===== config.mk =====
export PLATFORM = sky130hd
export DESIGN_NAME = inst_rom_arbiter
export DESIGN_NICKNAME = d
export VERILOG_FILES = /design/src/rtl/inst_rom_arbiter_pkg.sv /design/src/rtl/inst_rom_arbiter_starve_counter.sv /design/src/rtl/inst_rom_arbiter.sv
export SDC_FILE = /design/constraint.sdc
export NUM_CORES = 1
export LEC_CHECK = 0
export ABC_AREA = 1
export BUFFER_PORTS_ARGS = -buffer_cell sky130_fd_sc_hd__buf_4
export CAP_MARGIN = 10
export CORE_UTILIZATION = 30
export CTS_BUF_LIST = sky130_fd_sc_hd__clkbuf_8
export DETAILED_ROUTE_END_ITERATION = 8
export HOLD_SLACK_MARGIN = 0.12
export PLACE_DENSITY = 0.7
export REMOVE_ABC_BUFFERS = 1
export SETUP_SLACK_MARGIN = 0.4
export SYNTH_ARGS = -nofsm -noshare
export SYNTH_HDL_FRONTEND = slang
export SYNTH_SLANG_ARGS = --single-unit

===== constraint.sdc =====
create_clock -name clk -period 3.1 [get_ports clk]
set_input_delay 0.62 -clock clk [delete_from_list [all_inputs] [get_ports clk]]
set_output_delay 0.62 -clock clk [all_outputs]
set_load 0.02 [all_outputs]

===== src/rtl/inst_rom_arbiter_pkg.sv =====
// Shared definitions for the instruction ROM arbiter.
//   resp_sel_t     : which port owns the response due next cycle
//   STARVE_MAX_DEF : default count of denied debug cycles before debug is forced
//   CHIP_ENABLE / CHIP_DISABLE / ZERO_WORD : common ROM interface constants
package inst_rom_arbiter_pkg;

  typedef enum logic [1:0] {
    RESP_NONE  = 2'b00,
    RESP_FETCH = 2'b01,
    RESP_DBG   = 2'b10
  } resp_sel_t;

  localparam int          STARVE_MAX_DEF = 4;
  localparam logic        CHIP_ENABLE    = 1'b1;
  localparam logic        CHIP_DISABLE   = 1'b0;
  localparam logic [31:0] ZERO_WORD      = 32'h0000_0000;

endpackage


===== src/rtl/inst_rom_arbiter_starve_counter.sv =====
// arb_starve_counter: saturating count of consecutive cycles the debug
// requester was denied.
//   clk, rst : clock, async active-high reset
//   inc      : debug requested but not granted this cycle
//   clr      : debug granted or not requesting (takes priority over inc)
//   at_max   : count has reached MAX (debug must be granted)
module arb_starve_counter #(
  parameter int MAX = 4
) (
  input  logic clk,
  input  logic rst,
  input  logic inc,
  input  logic clr,
  output logic at_max
);

  logic [3:0] cnt;

  assign at_max = (cnt == 4'(MAX));

  always_ff @(posedge clk or posedge rst) begin
    if (rst) begin
      cnt <= 4'd0;
    end else if (clr) begin
      cnt <= 4'd0;
    end else if (inc && !at_max) begin
      cnt <= cnt + 4'd1;
    end
  end

endmodule


===== src/rtl/inst_rom_arbiter.sv =====
// inst_rom_arbiter: shares one combinational instruction ROM between the
// pipeline fetch port (priority) and a debug read port. The starvation
// counter forces a debug grant after STARVE_MAX consecutive denied cycles.
// Responses come back exactly one cycle after the grant.
//
// Ports:
//   clk, rst                        : clock, async active-high reset
//   fetch_req/addr/flush, fetch_gnt : fetch request side
//   fetch_rvalid/rdata              : registered fetch response
//   dbg_req/addr, dbg_gnt           : debug request side
//   dbg_rvalid/rdata                : registered debug response
//   rom_ce, rom_addr, rom_inst      : ROM interface (word-aligned address)
//   perf_*_cnt                      : only when INST_ARB_PERF_EN is defined
//
// Build option: INST_ARB_PERF_EN adds saturating grant/stall counters.
//
// resp_sel register:
//   state      | meaning
//   RESP_NONE  | no response due this cycle
//   RESP_FETCH | fetch_rdata holds a valid, unflushed response
//   RESP_DBG   | dbg_rdata holds a valid response
module inst_rom_arbiter
  import inst_rom_arbiter_pkg::*;
#(
  parameter int ADDR_W     = 32,
  parameter int INST_W     = 32,
  parameter int STARVE_MAX = STARVE_MAX_DEF
) (
  input  logic              clk,
  input  logic              rst,
  input  logic              fetch_req,
  input  logic [ADDR_W-1:0] fetch_addr,
  output logic              fetch_gnt,
  input  logic              fetch_flush,
  output logic              fetch_rvalid,
  output logic [INST_W-1:0] fetch_rdata,
  input  logic              dbg_req,
  input  logic [ADDR_W-1:0] dbg_addr,
  output logic              dbg_gnt,
  output logic              dbg_rvalid,
  output logic [INST_W-1:0] dbg_rdata,
`ifdef INST_ARB_PERF_EN
  output logic [31:0]       perf_fetch_cnt,
  output logic [31:0]       perf_dbg_cnt,
  output logic [31:0]       perf_stall_cnt,
`endif
  output logic              rom_ce,
  output logic [ADDR_W-1:0] rom_addr,
  input  logic [INST_W-1:0] rom_inst
);

  logic        dbg_force;
  logic        starve_inc;
  logic        starve_clr;
  resp_sel_t   resp_sel;
  logic [ADDR_W-1:0] sel_addr;

  arb_starve_counter #(
    .MAX (STARVE_MAX)
  ) u_starve (
    .clk    (clk),
    .rst    (rst),
    .inc    (starve_inc),
    .clr    (starve_clr),
    .at_max (dbg_force)
  );

  // dbg_force is only meaningful while debug is still requesting.
  always_comb begin
    fetch_gnt = fetch_req && !(dbg_req && dbg_force);
    dbg_gnt   = dbg_req && !fetch_gnt;
  end

  assign starve_inc = dbg_req && !dbg_gnt;
  assign starve_clr = !dbg_req || dbg_gnt;

  always_comb begin
    sel_addr = '0;
    if (fetch_gnt) begin
      sel_addr = fetch_addr;
    end else if (dbg_gnt) begin
      sel_addr = dbg_addr;
    end
  end

  assign rom_ce   = (fetch_gnt || dbg_gnt) ? CHIP_ENABLE : CHIP_DISABLE;
  assign rom_addr = {sel_addr[ADDR_W-1:2], 2'b00};

  // A flushed fetch still captures data but records no pending response.
  always_ff @(posedge clk or posedge rst) begin
    if (rst) begin
      resp_sel    <= RESP_NONE;
      fetch_rdata <= INST_W'(ZERO_WORD);
      dbg_rdata   <= INST_W'(ZERO_WORD);
    end else begin
      if (fetch_gnt) begin
        resp_sel    <= fetch_flush ? RESP_NONE : RESP_FETCH;
        fetch_rdata <= rom_inst;
      end else if (dbg_gnt) begin
        resp_sel    <= RESP_DBG;
        dbg_rdata   <= rom_inst;
      end else begin
        resp_sel    <= RESP_NONE;
      end
    end
  end

  assign fetch_rvalid = (resp_sel == RESP_FETCH);
  assign dbg_rvalid   = (resp_sel == RESP_DBG);

`ifdef INST_ARB_PERF_EN
  always_ff @(posedge clk or posedge rst) begin
    if (rst) begin
      perf_fetch_cnt <= 32'd0;
      perf_dbg_cnt   <= 32'd0;
      perf_stall_cnt <= 32'd0;
    end else begin
      if (fetch_gnt && (perf_fetch_cnt != 32'hFFFF_FFFF)) begin
        perf_fetch_cnt <= perf_fetch_cnt + 32'd1;
      end
      if (dbg_gnt && (perf_dbg_cnt != 32'hFFFF_FFFF)) begin
        perf_dbg_cnt <= perf_dbg_cnt + 32'd1;
      end
      if (fetch_req && !fetch_gnt && (perf_stall_cnt != 32'hFFFF_FFFF)) begin
        perf_stall_cnt <= perf_stall_cnt + 32'd1;
      end
    end
  end
`endif

endmodule

==> results.toml <==
[worst_setup_path]
cp-end-kind = "output port"
cp.required_ns = 2.48
crit_fanout = 33
critPathLaunchType = "register"
critPathArrivalTime_ns = 1.86
critical_path_class = "register to output port"

[synth]
synth_area_sq_mm = 0.00323
synthDistinctLibCells = 18
syn_avg_cell_area_sq_um = 7.86
ys_seq_area_frac = 0.542
synth_async_sr_flop_share = 1.00
synth_top_area_cell = "dfrtp_1"
ys_ff_latch = 70
synth.top_cell.area_share = 0.542
synth.most_common_cell = "nand2_1"
yosys_warnings = 0
synth_ff_type = "dfrtp_1"
synthCells = 411
synth_area_leaders = "dfrtp_1 54%, nand2_1 26%, nand3_1 9.9%, buf_2 2.8%, buf_6 2.1%"
synth_edf_count = 0
netlist_top_cells_count = "221 x nand2_1, 70 x dfrtp_1, 64 x nand3_1, 18 x buf_2, 9 x inv_1"

[clocking]
cts-hold-fix-buffers = 0
path_clk_slew_ns = 0.07
root_buffer = "clkbuf_8"
cts.sink_count = 70
cts_tree = "built"
cts_buffer_depth = 2
htree_levels = 3
clock_latency_ns = 0.33
cts_buffers = 9

[min_path]
hold_path_class = "input pin to async pin"

[pwr]
p_total_mw = 2.39
power_density_mw_per_mm2 = 483
cellLeakagePower_nw = 2.88
irDropWorstVdd_mv = 0.190

[layout]
fin_nets = 701
diodes = 0
fin_area_sq_mm = 0.00495
final_layout_size_suffix_gt1_frac = 0.370
area_delta_synth_final_pct = 53.1

[run]
maxCapViolCount = 0

[global_route]
grt_pass1_vias = 3099
grt_pass1_wl_um = 15000
antenna_found_initial = 0
gr-total-overflow = 0
grt_use_total = 0.168
grt_max_degree = 66

[placed_design]
place_hpwl_um = 6790
port_buffers = 195
placed_area_sq_mm = 0.00476
gp_congestion = 0.767

[timing]
max_freq_ghz = 0.404
setup_violations = 0
min_period_ns = 2.48
finalClockSkew_ns = 0.00568
period_share = 0.799
tightest_slew_ns = 0.721
slew_headroom = 0.519
drv_slew = 0
rsz0062_at_grt = "no"
hold_viol_final = 0
tns_ns = 0

[routing]
post-route-drc-count = 0
num_vias = 3287
drt_iter0_drc = 184
first_pass_iters = 4
drt-total-wl_um = 9310
antenna_left = 0
vias_per_cell = 4.45
wl_per_cell_um = 12.6

[floorplanning]
dieArea_sq_mm = 0.0112
initial_utilization = 0.312
placementRows = 37
io_pins = 202
coreArea_sq_mm = 0.0104
die_h_um = 106
die_w_um = 106

[status]
status = "finished, final reports clean"
-- metal layers --
layer	global-route usage	routed length (um)	vias up
met2	0.288	4660	136
met4	0.0724	151	0
met5	0	0	-
met1	0.208	3930	1503
li1	-	-	1636
met3	0.0278	576	12
-- worst max-delay path, cell delays in order, from the launching register on --
cell and delay, ns:
dfrtp_1 0.42, inv_1 0.07, ha_1 0.13, nand2_1 0.05, inv_1 0.06, nand2_2 0.07, nand2_4 0.09, buf_6 0.24
nand3_1 0.13, nand2_1 0.11, buf_4 0.14
-- through the flow --
step,setup slack (ns),std cells,hold WS (ns),util
2_1_floorplan,0.309,384,0.454,-
6_report,0.624,739,0.418,0.477
3_3_place_gp,0.708,723,0.457,0.459
3_5_place_dp,0.700,723,0.460,0.459
4_1_cts,0.425,739,0.425,0.477
5_1_grt,0.448,739,0.431,0.477
-- worst paths after layout --
| kind | start | to | slack (ns) | depth (start not counted) |
|---|---|---|---|---|
| worst max-delay path | u_starve.cnt[0] | rom_addr[30] | 0.62 | 10 |
| worst min-delay path | rst | fetch_rdata[15] | 0.42 | 2 |
| worst max register to register | u_starve.cnt[0] | dbg_rdata[23] | 1.29 | 11 |
| worst min register to register | dbg_rdata[29] | dbg_rdata[29] | 0.47 | 2 |
| max in group asynchronous | rst | fetch_rdata[0] | 2.01 | 3 |
| min in group clk | fetch_flush | resp_sel[0] | 0.45 | 2 |
-- layout make-up --
| cell class | count | area [sq um] |
|---|---|---|
| Clock buffer | 12 | 165 |
| Clock inverter | 4 | 15.0 |
| Fill cell | 1021 | 5420 |
| Inverter | 11 | 43.8 |
| Multi-Input combinational cell | 303 | 1260 |
| Sequential cell | 70 | 1750 |
| Tap cell | 136 | 170 |
| Timing Repair Buffer | 203 | 1540 |
-- logic make-up after synthesis --
kind of cell	after synthesis	synth area share
simple gates	297	0.375
flops	70	0.542
buf+inv	39	0.0685
xor+xnor	2	0.00542
fa+ha+maj	2	0.00774
other cells	1	0.00116
-- what timing repair did --
action                     4_1_cts  5_1_grt
gates resized for setup          0        3
setup buffers                    0        0
hold endpoints to repair         0        0
setup endpoints to repair        0       30
-- registers in the layout, indices dropped and copies added (netlist names) --
signal and cells:
dbg_rdata 32, fetch_rdata 32, u_starve.cnt 4, resp_sel 2
-- layout by cell type, fill, tap and decap left out, drive strengths merged --
master | synthesis | final
ha | 2 | 2
xor2 | 1 | 1
inv | 11 | 15
clkbuf | 2 | 12
conb | 1 | 2
nor2 | 8 | 8
buf | 26 | 203
nand2 | 224 | 224
dfrtp | 70 | 70
xnor2 | 1 | 1
nand3 | 64 | 64
or2 | 1 | 1
-- power breakdown --
group,total [mW],internal [mW],switching [mW]
Clock,0.653,0.345,0.308
Combinational,0.675,0.297,0.378
Sequential,1.06,1.01,0.0552
Total,2.39,1.65,0.741
(Power assumes the default switching activity.)
